`config.mk`:
```
export PLATFORM = sky130hd
export DESIGN_NAME = regfile_scoreboard
export DESIGN_NICKNAME = d
export VERILOG_FILES = /design/src/rtl/rv32_pkg.sv /design/src/rtl/sb_reg_counter.sv /design/src/rtl/regfile_scoreboard.sv
export SDC_FILE = /design/constraint.sdc
export NUM_CORES = 1
export LEC_CHECK = 0
export CELL_PAD_IN_SITES_DETAIL_PLACEMENT = 1
export CELL_PAD_IN_SITES_GLOBAL_PLACEMENT = 2
export CORE_UTILIZATION = 34
export CTS_BUF_LIST = sky130_fd_sc_hd__clkbuf_2 sky130_fd_sc_hd__clkbuf_4 sky130_fd_sc_hd__clkbuf_8
export DETAILED_ROUTE_END_ITERATION = 8
export PLACE_DENSITY_LB_ADDON = 0.08
export SLEW_MARGIN = 20
export SYNTH_ARGS = -nofsm -noshare
export SYNTH_HDL_FRONTEND = slang
export SYNTH_SLANG_ARGS = --single-unit
```
`constraint.sdc`:
```
create_clock -name clk -period 4.9 [get_ports clk]
set_input_delay 1.225 -clock clk [delete_from_list [all_inputs] [get_ports clk]]
set_output_delay 1.225 -clock clk [all_outputs]
set_load 0.01 [all_outputs]
```
`src/rtl/rv32_pkg.sv`:
```
// Shared RV32 pipeline types and sizes used by the register-file scoreboard.
package rv32_pkg;
  localparam int RF_NUM_REGS    = 32;
  localparam int RF_ADDR_W      = 5;
  localparam int SB_CNT_W       = 2;
  localparam int SB_STALL_CNT_W = 16;

  // Issue-side view of an instruction, as decode drives it into the scoreboard.
  typedef struct packed {
    logic                 valid;
    logic [RF_ADDR_W-1:0] rs1_sel;
    logic                 rs1_used;
    logic [RF_ADDR_W-1:0] rs2_sel;
    logic                 rs2_used;
    logic [RF_ADDR_W-1:0] rd_sel;
    logic                 rd_wen;
  } rv32_sb_issue_req_t;
endpackage

```
`src/rtl/sb_reg_counter.sv`:
```
// Pending-write counter for one architectural register.
module sb_reg_counter #(
  parameter int CNT_W = 2
) (
  input  logic clk,
  input  logic reset,
  input  logic inc,
  input  logic dec,
  input  logic clr,
  output logic busy,
  output logic at_max
);
  logic [CNT_W-1:0] cnt;

  // A simultaneous issue and writeback to the same register cancel out.
  always_ff @(posedge clk) begin
    if (reset || clr)     cnt <= '0;
    else if (inc && !dec) cnt <= cnt + 1'b1;
    else if (dec && !inc) cnt <= cnt - 1'b1;
  end

  assign busy   = |cnt;
  assign at_max = &cnt;
endmodule

```
`src/rtl/regfile_scoreboard.sv`:
```
// Issue-side scoreboard: blocks reads of registers with writebacks in flight.
import rv32_pkg::*;

module regfile_scoreboard #(
  parameter int NUM_REGS    = RF_NUM_REGS,
  parameter int ADDR_W      = RF_ADDR_W,
  parameter int CNT_W       = SB_CNT_W,
  parameter int STALL_CNT_W = SB_STALL_CNT_W
) (
  input  logic                   clk,
  input  logic                   reset,
  input  logic                   issue_valid,
  input  logic [ADDR_W-1:0]      issue_rs1_sel,
  input  logic                   issue_rs1_used,
  input  logic [ADDR_W-1:0]      issue_rs2_sel,
  input  logic                   issue_rs2_used,
  input  logic [ADDR_W-1:0]      issue_rd_sel,
  input  logic                   issue_rd_wen,
  output logic                   issue_ready,
  input  logic                   wb_enable,
  input  logic [ADDR_W-1:0]      wb_addr,
  input  logic                   flush,
  output logic [NUM_REGS-1:0]    busy_vec,
  output logic                   hazard_rs1,
  output logic                   hazard_rs2,
  output logic                   wb_underflow,
  output logic [STALL_CNT_W-1:0] stall_cnt
);
  rv32_sb_issue_req_t     req;
  logic [NUM_REGS-1:0]    busy, at_max;
  logic                   sat_stall, fire, inc_any, dec_any, uf_set;
  logic [STALL_CNT_W-1:0] stall_q;
  logic                   uf_q;

  assign req = '{valid: issue_valid, rs1_sel: issue_rs1_sel, rs1_used: issue_rs1_used,
                 rs2_sel: issue_rs2_sel, rs2_used: issue_rs2_used,
                 rd_sel: issue_rd_sel, rd_wen: issue_rd_wen};

  // x0 is hardwired zero and never pending.
  assign busy[0]   = 1'b0;
  assign at_max[0] = 1'b0;

  generate
    for (genvar r = 1; r < NUM_REGS; r++) begin : g_cnt
      sb_reg_counter #(.CNT_W(CNT_W)) u_cnt (
        .clk    (clk),
        .reset  (reset),
        .inc    (inc_any && (req.rd_sel == ADDR_W'(r))),
        .dec    (dec_any && (wb_addr == ADDR_W'(r))),
        .clr    (flush),
        .busy   (busy[r]),
        .at_max (at_max[r])
      );
    end
  endgenerate

  // Hazards look at registered busy only; a same-cycle writeback does not release.
  assign hazard_rs1  = req.valid && req.rs1_used && (req.rs1_sel != '0) && busy[req.rs1_sel];
  assign hazard_rs2  = req.valid && req.rs2_used && (req.rs2_sel != '0) && busy[req.rs2_sel];
  assign sat_stall   = req.valid && req.rd_wen && (req.rd_sel != '0) && at_max[req.rd_sel];
  assign issue_ready = !(hazard_rs1 || hazard_rs2 || sat_stall || flush);

  assign fire    = req.valid && issue_ready;
  assign inc_any = fire && req.rd_wen && (req.rd_sel != '0);
  assign dec_any = wb_enable && (wb_addr != '0) && busy[wb_addr];
  assign uf_set  = wb_enable && (wb_addr != '0) && !busy[wb_addr];

  always_ff @(posedge clk) begin
    if (reset) begin
      stall_q <= '0;
      uf_q    <= 1'b0;
    end else begin
      if (req.valid && !issue_ready && !(&stall_q)) stall_q <= stall_q + 1'b1;
      if (uf_set) uf_q <= 1'b1;
    end
  end

  assign busy_vec     = busy;
  assign stall_cnt    = stall_q;
  assign wb_underflow = uf_q;
endmodule

```
# Word level (Yosys, flattened, before mapping)
# Cells that the tools add are included.
dict set report word_totals {
  out_inout_bits 52
  input_bits 28
  ff_bits 79
  elab_cells 540
}
dict set report op_classes {
  order_cmp 4
  n_eq_ne 62
  n_reduce_logical 308
  n_mux 70
  n_addsub 63
}
# op count
set ops {}
lappend ops {{== test 5 bit, second input constant} 32}
lappend ops {{logical AND 1 bit} 141}
lappend ops {{two-way mux 2 bit} 62}
lappend ops {{== test 5 x 4 -> 1 bit, second input constant} 16}
lappend ops {{zero test 1 bit} 65}
lappend ops {{adder 2 x 1 -> 2 bit, second input constant} 31}
lappend ops {{AND reduction 2 bit} 31}
lappend ops {{nonzero test 2 bit} 31}
lappend ops {{OR reduction 2 bit} 31}
lappend ops {{subtractor 2 x 1 -> 2 bit, second input constant} 31}
lappend ops {{== test 5 x 3 -> 1 bit, second input constant} 8}
lappend ops {{less-than comparator 5 x 6 -> 1 bit, second input constant} 4}
lappend ops {{binary-select mux 1 bit (select 5 bit)} 4}
lappend ops {{== test 5 x 2 -> 1 bit, second input constant} 4}
lappend ops {{nonzero test 5 bit} 4}
lappend ops {{adder 16 x 1 -> 16 bit, second input constant} 1}
lappend ops {{AND reduction 16 bit} 1}
lappend ops {{== test 5 x 1 -> 1 bit, second input constant} 2}
lappend ops {{logical OR 1 bit} 4}
lappend ops {{two-way mux 1 bit} 4}

# Logic depth before layout (Yosys ltp)
# Gate-level depths: netlist of run 1.
dict set report depth {
  word_depth 16
  mapped_depth 15
  mapped_depth_nobuf 13
}

# By module
# From an unflattened synthesis of run 1, not the netlist that was laid out.
dict set report hier_totals {
  hier_cells 693
  hier_area_um2 6229.7
}
# module cells_each area_each_um2 seq_area_each_um2 n_inst
set by_module_without_submodules {}
lappend by_module_without_submodules {sb_reg_counter 12 116.4 40.0 31}
lappend by_module_without_submodules {regfile_scoreboard 321 2622.5 340.3 1}

# Worst setup path before layout of run 1
# No wires, ideal clock.
dict set report synth_path {
  kind {input port to output port}
  startpoint {input issue_rs1_sel[1]}
  endpoint {output issue_ready}
  path_buffers 3
  arrival_ps 2962
  cell_stages 9
  path_slack_ps 713
  required_ps 3675
  cell_sequence {buf_2 > buf_2 > or3b_2 > o211ai_1 > o211ai_1 > o211ai_1 > o22a_1 > o2111a_4 > buf_2}
}
dict set report synth_between {
  elab_chain_cells 7
  word_cells_on_any_way 9
  classes_between {mux (2); reduce/logical (7)}
}
# item line_no
set synth_rtl {}
lappend synth_rtl {{start: declaration} regfile_scoreboard.sv:13} ;# input logic [ADDR_W-1:0] issue_rs1_sel,
lappend synth_rtl {{binary-select mux 1 bit (select 5 bit) / nonzero test 5 bit (equally long branches)} regfile_scoreboard.sv:58} ;# assign hazard_rs1 = req.valid && req.rs1_used && (req.rs1_sel != '0) && busy[req.rs1_sel];
lappend synth_rtl {{two-way mux 1 bit (implied by the code) / logical AND 1 bit (equally long branches)} regfile_scoreboard.sv:58}
lappend synth_rtl {{logical AND 1 bit *} regfile_scoreboard.sv:58}
lappend synth_rtl {{logical OR 1 bit * (3 in series)} regfile_scoreboard.sv:61} ;# assign issue_ready = !(hazard_rs1 || hazard_rs2 || sat_stall || flush);
lappend synth_rtl {{zero test 1 bit *} regfile_scoreboard.sv:61}
lappend synth_rtl {{end: declaration} regfile_scoreboard.sv:19} ;# output logic issue_ready,
# Mark *: on every way between the ends. The rest lies on a longest branch, timed or not. The select of a mux whose other input is x is not followed.

# Worst setup path after layout of run 1
dict set report layout_path {
  startpoint {input issue_rs1_sel[1]}
  endpoint {output hazard_rs1}
}
dict set report layout_between {
  elab_chain_cells 3
  word_cells_on_any_way 5
  classes_between {mux (2); reduce/logical (3)}
}
# item line_no
set layout_rtl {}
lappend layout_rtl {{binary-select mux 1 bit (select 5 bit) / nonzero test 5 bit (equally long branches)} regfile_scoreboard.sv:58}
lappend layout_rtl {{two-way mux 1 bit (implied by the code) / logical AND 1 bit (equally long branches)} regfile_scoreboard.sv:58}
lappend layout_rtl {{logical AND 1 bit *} regfile_scoreboard.sv:58}
lappend layout_rtl {{end: declaration} regfile_scoreboard.sv:24} ;# output logic hazard_rs1,
# Marks and branches as above.

==> key figures, run 1 <==
Critical path
  • Crit Path Category: input port to primary output
  • Worst path most repeated cell: buf_4
  • Crit path DAT: 3580 ps
  • CP Cell Sequence: dlygate4sd2_1, buf_4, buf_4, mux4_2, a21oi_1, nor2b_1, o22a_1, buf_4, inv_1, clkdlybuf4s50_1
  • R2R Setup Slk: 970 ps
  • Slowest stage delay, CP: 520 ps
  • Top delay family on crit path: buffers and inverters
  • Critical path's slowest cell: clkdlybuf4s50_1
  • Reg2reg end: g_cnt[2].u_cnt.cnt[1]
  • Buffers plus inverters on the worst setup path: 6
  • CP endpoint kind: primary output
  • FF-to-FF Start: g_cnt[29].u_cnt.cnt[0]
  • CP Launch Type: input port
  • Reg2Reg Depth: 13
  • CP max FO: 9
  • Worst path required time: 3670 ps

Placed design
  • I/O Buffers: 78
  • Hpwl dp: 17.6 mm
  • Worst slack at placement: -274 ps
  • RD Place Congestion: 0.890
  • Placed Cells: 1095

Global routing
  • Vias in the first global route: 6540
  • First-pass GRT wire length: 35.2 mm
  • Largest net degree at the start of global routing: 35
  • Total global routing overflow: 0
  • Initial antenna violation count: 0
  • Total GRT Usage: 25.2%

Clocking
  • Hold Buf Count CTS: 0
  • Sinks on the clock net: 79
  • Clock root buffer: clkbuf_8
  • Max clock buf depth: 2
  • CTS Buf Count: 9
  • Post-CTS setup buffer count: 0
  • CTS tree: yes
  • H-tree depth: 3
  • Worst-skew pair later-pin latency: 390 ps
  • Reg clk slew, reported paths: 90 ps

Timing
  • Max-slew violations: 0
  • Final Cycle Share: 98.1%
  • Max Clock Skew: 21.3 ps
  • RSZ-0062 raised after global routing: no
  • Final hold vios: 0
  • Tmin final: 4810 ps
  • Max Fclk: 208 MHz
  • Hold Slack: 514 ps
  • Slew HR: 56.3%
  • Worst-Margin Slew: 653 ps
  • Setup violations, final: 0
  • Setup slack after layout: 91.2 ps

Floorplanning
  • Ports: 80
  • Die height: 136 um
  • Core Footprint: 17500 um2
  • Num rows: 48
  • Die area: 18600 um2
  • Die W: 136 um
  • Effective utilization at floorplan: 35.1%

Layout
  • Ant. Diodes: 0
  • Flip-flop and latch area: 1580 um2
  • Total of fill cells in the finished design: 2149
  • Layout area overhead: 25.5%
  • Fraction of layout cells with a size suffix above 1: 17.2%
  • Nets: 941
  • Multi-input logic area: 4030 um2
  • Fin cells: 1111

Min path
  • Worst Hold Depth: 2
  • Worst Hold Path EP: g_cnt[24].u_cnt.cnt[1]
  • Hold Path Class: register to register
  • Hold wc startpoint: g_cnt[24].u_cnt.cnt[1]

Synth
  • Number of synthesized register bits: 79
  • Mean Syn Cell Area: 7.89 um2
  • Yosys warnings: 0
  • Top FF cell, synth: dfxtp_1
  • Post-Syn Nets: 838
  • Synth Instances: 778
  • Asr flop ratio synth: 0%
  • Post-synth EDFFs: 0
  • Sequential-to-total area share from yosys stat: 25.7%
  • Synth cell types: 61
  • Synthesized area: 6140 um2

Power
  • Pwr per Cell Area: 186 nW/um2
  • Leak: 0.00306 uW
  • Peak VDD IR: 0.000112 V

Routing
  • TritonRoute pass-1 iters: 4
  • Total Wirelength: 22.5 mm
  • Vias per cell: 5.53
  • 1st-iter DRT viols: 300
  • Via Count: 6146
  • Avg WL per Cell: 20.2 um
  • Drt drc: 0
  • DRT antenna net count: 0

Run
  • Max Cap Viol: 0

Run status
  • Status: finished clean
-- flip-flops by register name (all words and copies together) (netlist names) --
name / count
stall_cnt: 16
wb_underflow: 1
g_cnt.u_cnt.cnt: 62
-- cell usage in the layout, fill, tap and decap left out, types with 14 or more instances in the layout --
cell type         n
nor2_1           72
nand2_1          68
or3_1            35
a21oi_1          52
o21ai_0          41
inv_1            27
nor3_1           36
dfxtp_1          79
buf_4            86
nand3_1          30
xor2_1           62
nor2b_1          14
clkdlybuf4s50_1  75
ha_1             32
-- through the flow --
stage / util, % / setup TNS, ps / total power, uW / area [um2]
after floorplan: - / 0 / 783 / 6140
after global placement: 42.8 / -654 / 890 / 7490
after detailed placement: 42.8 / -3440 / 896 / 7490
after CTS: 44.1 / 0 / 1450 / 7700
after global routing: 44.1 / 0 / 1500 / 7710
final: 44.1 / 0 / 1430 / 7710
-- logic make-up after synthesis --
group,Yosys count,share of synthesized area [%]
flip-flops,79,25.7
multiplexers,28,7.03
buffers and inverters,103,8.90
adder cells (fa/ha/maj),32,6.52
AO/OA/AOI/OAI,147,14.9
XOR/XNOR,62,8.84
AND/OR/NAND/NOR,326,28.0
other,1,0.0611
-- worst max-delay path by stage --
stage | from | to | slack, ps | cells after the start
global route | issue_rs2_sel[3] | hazard_rs2 | 4 | 7
global placement | issue_rs1_sel[1] | issue_ready | -190 | 9
detailed placement | issue_rs1_sel[1] | issue_ready | -270 | 9
floorplan | issue_rs1_sel[1] | issue_ready | 710 | 9
CTS | issue_rs1_sel[1] | hazard_rs1 | 90 | 10
finish | issue_rs1_sel[1] | hazard_rs1 | 90 | 10
-- worst register-to-register path, cell delays in order, from the launching register on --
cell,delay [ps]
dfxtp_1,360
nor2_1,340
inv_1,140
mux4_2,510
o22a_1,210
mux2i_1,150
o22a_1,220
o2111a_4,270
buf_4,150
nand3_4,220
nor4_1,420
ha_1,320
or3_1,380
a21oi_1,170
-- repair_timing --
| item | in CTS | in global routing |
|---|---|---|
| cloned | 0 | 0 |
| gates resized for setup | 4 | 2 |
| endpoints found under the setup margin | 2 | 1 |
-- Yosys cell counts (11+ instances only) --
| cell type | n | area (um2) |
|---|---|---|
| nor3_1 | 36 | 180 |
| buf_4 | 33 | 248 |
| a21oi_1 | 53 | 265 |
| xor2_1 | 62 | 543 |
| or3_1 | 35 | 219 |
| ha_1 | 32 | 400 |
| nor4_1 | 11 | 68.8 |
| nor2b_1 | 14 | 87.6 |
| nand3_1 | 30 | 150 |
| or2_2 | 11 | 68.8 |
| o21ai_0 | 41 | 205 |
| mux4_2 | 11 | 248 |
| nor2_1 | 72 | 270 |
| dfxtp_1 | 79 | 1580 |
| nand2_1 | 69 | 259 |
| clkbuf_1 | 24 | 90.1 |
| inv_1 | 27 | 101 |
| o211ai_1 | 13 | 97.6 |
-- final cells by class --
| class | count | area share (%) |
|---|---|---|
| Tap cell | 225 | 3.65 |
| Sequential cell | 79 | 20.5 |
| Clock inverter | 5 | 0.828 |
| Inverter | 27 | 1.31 |
| Clock buffer | 11 | 1.96 |
| Multi-Input combinational cell | 596 | 52.2 |
| Timing Repair Buffer | 168 | 19.5 |
-- power by group --
part / internal [uW] / switching (uW) / leakage (uW) / total [uW]
Sequential: 645 / 4.37 / 0.000637 / 649
Combinational: 101 / 133 / 0.00231 / 233
Clock: 267 / 285 / 0.000106 / 552
Total: 1010 / 422 / 0.00306 / 1430
-- metal layers --
metal	vias to the layer above	GRT usage (%)	routed length [um]
met1	3018	29.7	9550
met3	50	3.21	696
met2	143	44.4	11300
met5	-	0	0
li1	2935	-	-
met4	0	13.1	888
No activity file was read; power rests on OpenSTA's default activity.
==> run 2: changes to the inputs <==
ABC_AREA = 1   (was unset)
CORE_UTILIZATION = 31   (was 34)
TNS_END_PERCENT = 10   (was unset)
==> run 2 against run 1 <==
  * Fmax is 3.0% higher
  * Utilization is 6.9 points lower
  * Synthesized area is 6.1% higher
  * Non-clock buffer count is 66 lower
  * Flip-flop and latch count stayed put
  * Critical endpoint is now issue_ready
==> key figures, run 2 <==
Timing
  • Tmin final: 4670 ps (-140 ps)
  • Max-slew violations: 0 (unchanged)
  • Worst-Margin Slew: 586 ps (-66.4 ps)
  • Hold Slack: 479 ps (-35.3 ps)
  • Final hold vios: 0 (unchanged)
  • RSZ-0062 raised after global routing: no
  • Slew HR: 60.8% (+4.4 points)
  • Max Clock Skew: 18.9 ps (-2.36 ps)
  • Setup TNS: 0 ps (unchanged)
  • Setup violations, final: 0 (unchanged)
  • Max Fclk: 214 MHz (+3.0%)
  • Final Cycle Share: 95.3% (-2.9 points)

Synth
  • Mean Syn Cell Area: 6.16 um2 (-22%)
  • Yosys warnings: 0 (unchanged)
  • Asr flop ratio synth: 0% (unchanged)
  • Share of the synthesized area in the top cell type: 24.3% (-1.5 points)
  • Synth cell types: 36 (-41%)
  • Commonest cells in the synthesized netlist: nand2_1, inv_1, nor2_1
  • Number of synthesized register bits: 79 (unchanged)
  • Post-Syn Nets: 1118 (+33%)
  • Synth Instances: 1058 (+36%)
  • Top-count cell post-synth: nand2_1
  • Top FF cell, synth: dfxtp_1
  • Yosys top cell by area: dfxtp_1
  • Synthesized area: 6510 um2 (+6.1%)
  • Sequential-to-total area share from yosys stat: 24.3% (-1.5 points)
  • Area contributors post-synth: dfxtp_1, nand2_1, inv_1
  • Post-synth EDFFs: 0 (unchanged)

Critical path
  • Reg2reg end: g_cnt[13].u_cnt.cnt[1]
  • Worst path required time: 3670 ps (about the same)
  • Setup crit end: issue_ready
  • Reg2Reg Depth: 17 (+4)
  • CP Launch Point: issue_rd_sel[1]
  • R2R Setup Slk: 1430 ps (+460 ps)
  • CP Launch Type: input port
  • FF-to-FF Start: g_cnt[1].u_cnt.cnt[0]
  • Crit path DAT: 3440 ps (-140 ps)
  • Crit Path Category: input port to primary output
  • CP endpoint kind: primary output
  • CP max FO: 9 (unchanged)

Min path
  • Hold Path Class: register to register
  • Hold wc startpoint: wb_underflow

Layout
  • Post-route cell area: 7600 um2 (-1.4%)
  • Ant. Diodes: 0 (unchanged)
  • Commonest cells after routing, fill and taps aside: nand2_1, inv_1, nor2_1
  • Nets: 1167 (+24%)
  • Largest Register: g_cnt.u_cnt.cnt
  • Layout area overhead: 16.7%
  • Fraction of layout cells with a size suffix above 1: 6.56% (-11 points)
  • Max reg flops: 62 (unchanged)
  • Fin cells: 1382 (+24%)
  • Commonest non-fill, non-tap cell in the layout: nand2_1

Clocking
  • Clock root buffer: clkbuf_8
  • Worst-skew pair later-pin latency: 390 ps (about the same)
  • Post-CTS setup buffer count: 0 (unchanged)
  • CTS resizes: 0 (-4)
  • Hold Buf Count CTS: 0 (unchanged)
  • Sinks on the clock net: 79 (unchanged)
  • CTS Buf Count: 9 (unchanged)
  • H-tree depth: 3 (unchanged)
  • Reg clk slew, reported paths: 90 ps (about the same)
  • CTS tree: yes
  • Max clock buf depth: 2 (unchanged)

Floorplanning
  • Ports: 80 (unchanged)
  • Core Footprint: 20400 um2 (+17%)
  • Num rows: 52 (+8.3%)
  • Die height: 147 um (+7.7%)
  • Effective utilization at floorplan: 31.9% (-3.3 points)
  • Die W: 147 um (+7.7%)
  • Die area: 21600 um2 (+16%)

Placed design
  • Placed Cells: 1366 (+25%)
  • Placement-stage cell area: 7390 um2 (-1.3%)
  • I/O Buffers: 78 (unchanged)
  • Hpwl dp: 18.6 mm (+5.4%)
  • RD Place Congestion: 0.820 (-7.9%)

Global routing
  • Vias in the first global route: 6723 (+2.8%)
  • First-pass GRT wire length: 37.2 mm (+5.7%)
  • Largest net degree at the start of global routing: 37 (+5.7%)
  • Initial antenna violation count: 0 (unchanged)
  • Total GRT Usage: 22.5% (-2.7 points)
  • Total global routing overflow: 0 (unchanged)

Routing
  • Drt drc: 0 (unchanged)
  • TritonRoute pass-1 iters: 4 (unchanged)
  • Via Count: 6731 (+9.5%)
  • DRT antenna net count: 0 (unchanged)
  • Avg WL per Cell: 16.8 um (-17%)
  • 1st-iter DRT viols: 299 (-0.33%)
  • Total Wirelength: 23.3 mm (+3.6%)
  • Vias per cell: 4.87 (-12%)

Run status
  • Status: finished clean

Power
  • Leak: 0.00326 uW (+6.5%)
  • Pwr per Cell Area: 193 nW/um2 (+3.5%)
  • Peak VDD IR: 0.000108 V (-3.7%)

Run
  • Max Cap Viol: 0 (unchanged)
## run 2: cell count changes in the layout (fill, tap and decap cells not counted), sizes merged, moves of 17 or more
cell,delta
nand2,+198
buf,-66
or3,-35
nor3,-24
inv,+135
or2,-17
nor4,-20
o21a,+31
xor2,-34
nor2,+70
nand3,+31
nand4,+34
a21oi,+21
## run 2: final cells by class
cell class              count  area, um2
clock buffers              11        145
clock inverters             5       63.8
repair buffers            102        976
well taps                 270        338
inverters                 162        611
multi-input cells         753       3880
fillers                  2739      12800
flip-flops and latches     79       1580
## run 2: critical path, stage by stage
cell	delay, ps
clkdlybuf4s50_1	460
buf_4	190
nand2_1	100
inv_2	180
nand2_1	70
nand2_1	60
nor2_1	40
nor2_1	70
nor2_1	50
nand2_1	70
nand2_1	50
nand3_1	150
nand4_4	130
inv_1	70
clkdlybuf4s50_1	530
## run 2: metrics by stage
step           total power (uW)  setup slack, ps  utilization [%]
2_1_floorplan               831             1220                -
3_3_place_gp                933              133             36.2
3_5_place_dp                933             97.7             36.2
4_1_cts                    1490             92.0             37.2
5_1_grt                    1540           0.0799             37.2
6_report                   1460              231             37.2
## run 2: worst min path at each step
stage	to	cells past startpoint
after floorplan	g_cnt[25].u_cnt.cnt[0]	2
after global placement	wb_underflow	1
after detailed placement	wb_underflow	1
after CTS	wb_underflow	1
after global routing	wb_underflow	1
final	wb_underflow	1
## run 2: kinds of logic after synthesis
group,Yosys count,share of synthesized area (%)
AO/OA/AOI/OAI,169,14.9
XOR/XNOR,29,3.90
adder cells (fa/ha/maj),32,6.15
buffers and inverters,226,16.1
flip-flops,79,24.3
other,1,0.0576
AND/OR/NAND/NOR,522,34.6
## run 2: layer usage
| layer | global-route usage (%) | wire length (um) | vias to the layer above |
|---|---|---|---|
| met5 | 0 | 0 | - |
| met4 | 5.88 | 354 | 0 |
| met3 | 3.32 | 1100 | 24 |
| met2 | 35.0 | 9960 | 140 |
| met1 | 32.2 | 11900 | 3122 |
| li1 | - | - | 3445 |
## run 2: power by group
group | leakage [uW] | switching [uW] | internal [uW] | total, uW
Clock | 0.000104 | 285 | 260 | 546
Sequential | 0.000637 | 4.75 | 647 | 651
Combinational | 0.00251 | 169 | 96.8 | 266
Total | 0.00326 | 459 | 1000 | 1460
==> run 3: changes to the inputs <==
ABC_AREA = unset   (was 1)
CORE_UTILIZATION = 34   (was 31)
==> results of run 3 <==
No change in the layout: final DEF, timing and power equal those of run 1.
==> RTL change, RTL diff (flow settings as in run 1) <==
Set the package constant `RF_ADDR_W` to 4 (it was 5).
--- a/src/rtl/rv32_pkg.sv
+++ b/src/rtl/rv32_pkg.sv
@@ -2,5 +2,5 @@
 package rv32_pkg;
   localparam int RF_NUM_REGS    = 32;
-  localparam int RF_ADDR_W      = 5;
+  localparam int RF_ADDR_W      = 4;
   localparam int SB_CNT_W       = 2;
   localparam int SB_STALL_CNT_W = 16;
Ports: changed (resized issue_rd_sel, issue_rs1_sel, issue_rs2_sel and wb_addr); port bits go from 80 to 76. The function was not compared with the original's and may differ.
==> RTL change against run 1 <==
Clock power increased by 1%; clock skew is 0.010 ns lower; via count fell by 32%; synthesized cell count is 25% lower; register-to-register slack gained 0.41 ns; count of clock-buffer cells in the layout down 2; setup slack improved by 0.054 ns; first-iteration DRC count fell by 45%; wire length is 39% lower; sequential cell count is the same; power is 6.8% lower; synthesized area is 19% lower; final area shrank 23%; largest cell class unchanged; highest routed layer unchanged.
==> RTL change: results (changes against run 1) <==
met3 Usage GRT - 4.75% (+1.5 points)
HP Class - reg -> reg
Setup Fix Bufs, Post-CTS - 0 (unchanged)
Synth warnings - 0 (unchanged)
initial antenna violation count - 0 (unchanged)
CTS root buf - clkbuf_8
H-tree Lvls - 3 (unchanged)
Total GRT Usage - 19.4% (-5.7 points)
post-synthesis average cell area - 8.50 um^2 (+7.7%)
pre-CTS setup slack - 0.144 ns (+0.418 ns)
met1 Resource Use GR - 24.9% (-4.8 points)
vias in the first global route - 4,343 (-34%)
Slew headroom - 45.8% (-11 points)
max reg flops - 62 (unchanged)
Clock Latency Late Sink - 0.38 ns
vias - 4,201 (-32%)
Peak VDD IR - 0.146 mV (+30%)
layout filler cell count - 1,678 (-22%)
post-cts gate resize count - 0 (-4)
routability cong. - 0.778 (-13%)
top cells by area, synth - dfxtp_1 (32%), xor2_1 (11%), nor2_1 (5.4%), buf_4 (4.8%), mux4_2 (4.5%)
Synth Net Count - 626 (-25%)
PortBufs - 74 (-5.1%)
layout cells sized above 1 - 13.8% (-3.4 points)
Pleak - 2.36 nW (-23%)
largest net degree at the start of global routing - 41 (+17%)
Worst Skew - 0.0111 ns (-0.0102 ns)
DR iter-0 viols - 166 (-45%)
Top reg by flops - g_cnt.u_cnt.cnt
first-pass GRT wire length - 22,200 um (-37%)
Placed Instances - 803 (-27%)
met2 GRT Util - 31.9% (-12 points)
Antenna diodes - 0 (unchanged)
nets - 675 (-28%)
share of synthesized registers carrying an async set or reset - 0% (unchanged)
Synth top cells by count - dfxtp_1 (79), nor2_1 (71), xor2_1 (60)
WL/cell - 16.8 um (-17%)
register clock-pin slew on the reported worst setup and hold paths - 0.09 ns (about the same)
CP arrival - 3.53 ns (-0.05 ns)
clk buf depth - 2 (unchanged)
Pre-Repair DR Iteration Count - 4 (unchanged)
run status - finished clean
post-synthesis sequential area ratio - 31.8% (+6.1 points)
Netlist cell types - 60 (-1.6%)
Worst Path Max Fanout - 6 (-3)
CTS Buf Count - 9 (unchanged)
final WL - 13,700 um (-39%)
hpwl dp - 10,600 um (-40%)
## RTL change: cell types whose count changed in the layout (fill, tap and decap cells not counted), sizes merged, moves of 4 or more
| cell | run 1 | this run |
|---|---|---|
| nor3b | 7 | 1 |
| and3 | 5 | 1 |
| or3 | 35 | 31 |
| nor3 | 36 | 17 |
| nand3 | 31 | 14 |
| nand2 | 69 | 33 |
| a21oi | 53 | 38 |
| mux2i | 6 | 2 |
| nor4 | 21 | 9 |
| ha | 32 | 17 |
| buf | 90 | 17 |
| o21ai | 41 | 36 |
| o211ai | 14 | 0 |
## RTL change: worst paths after layout
path | startpoint | cells after the start | end | slack [ns]
hold reg to reg | g_cnt[16].u_cnt.cnt[1] | 2 | g_cnt[16].u_cnt.cnt[1] | 0.47
setup / recovery | issue_rs2_sel[1] | 7 | hazard_rs2 | 0.15
setup reg to reg | g_cnt[3].u_cnt.cnt[0] | 11 | g_cnt[28].u_cnt.cnt[1] | 1.38
hold / removal | g_cnt[16].u_cnt.cnt[1] | 2 | g_cnt[16].u_cnt.cnt[1] | 0.47
## RTL change: critical path, cell delays in order
cell and delay [ns]:
clkdlybuf4s50_1 0.62, buf_4 0.18, mux2_2 0.33, a31oi_1 0.16, a32o_1 0.27, and2_1 0.19
clkdlybuf4s50_1 0.55
## RTL change: cell type report
type / instances / area share (%)
Clock inverter: 7 / 1.60
Tap cell: 180 / 3.78
Timing Repair Buffer: 91 / 14.8
Multi-Input combinational cell: 427 / 49.5
Inverter: 26 / 1.64
Sequential cell: 79 / 26.6
Clock buffer: 9 / 2.08
## RTL change: metal layers
metal,up-vias,part of all wire (%)
met1,2034,48
met4,0,1.5
met5,-,0
met3,14,3.7
met2,69,47
li1,2084,-
## RTL change: stage by stage
stage / area [um^2] / utilization (%)
5_1_grt: 5950 / 42.2
3_5_place_dp: 5730 / 40.7
6_report: 5950 / 42.2
3_3_place_gp: 5720 / 40.6
2_1_floorplan: 4970 / -
4_1_cts: 5950 / 42.2
## RTL change: cell families (layout without fill, tap and decap cells)
kind of cell	count (synthesis)	in the layout	synth area share [%]
AOI/OAI and AO/OA	93	93	11.6
xor gates and xnor gates	60	60	10.6
adders and majority gates	17	17	4.28
buffers and inverters	79	133	9.11
DFF	79	79	31.8
muxes	25	25	7.87
other	1	1	0.0754
and+or+nand+nor	231	231	24.7
## RTL change: power breakdown
| group | total (mW) | switching, mW | internal, mW |
|---|---|---|---|
| Clock | 0.559 | 0.270 | 0.289 |
| Combinational | 0.129 | 0.0722 | 0.0564 |
| Sequential | 0.649 | 0.00436 | 0.645 |
| Total | 1.34 | 0.347 | 0.990 |
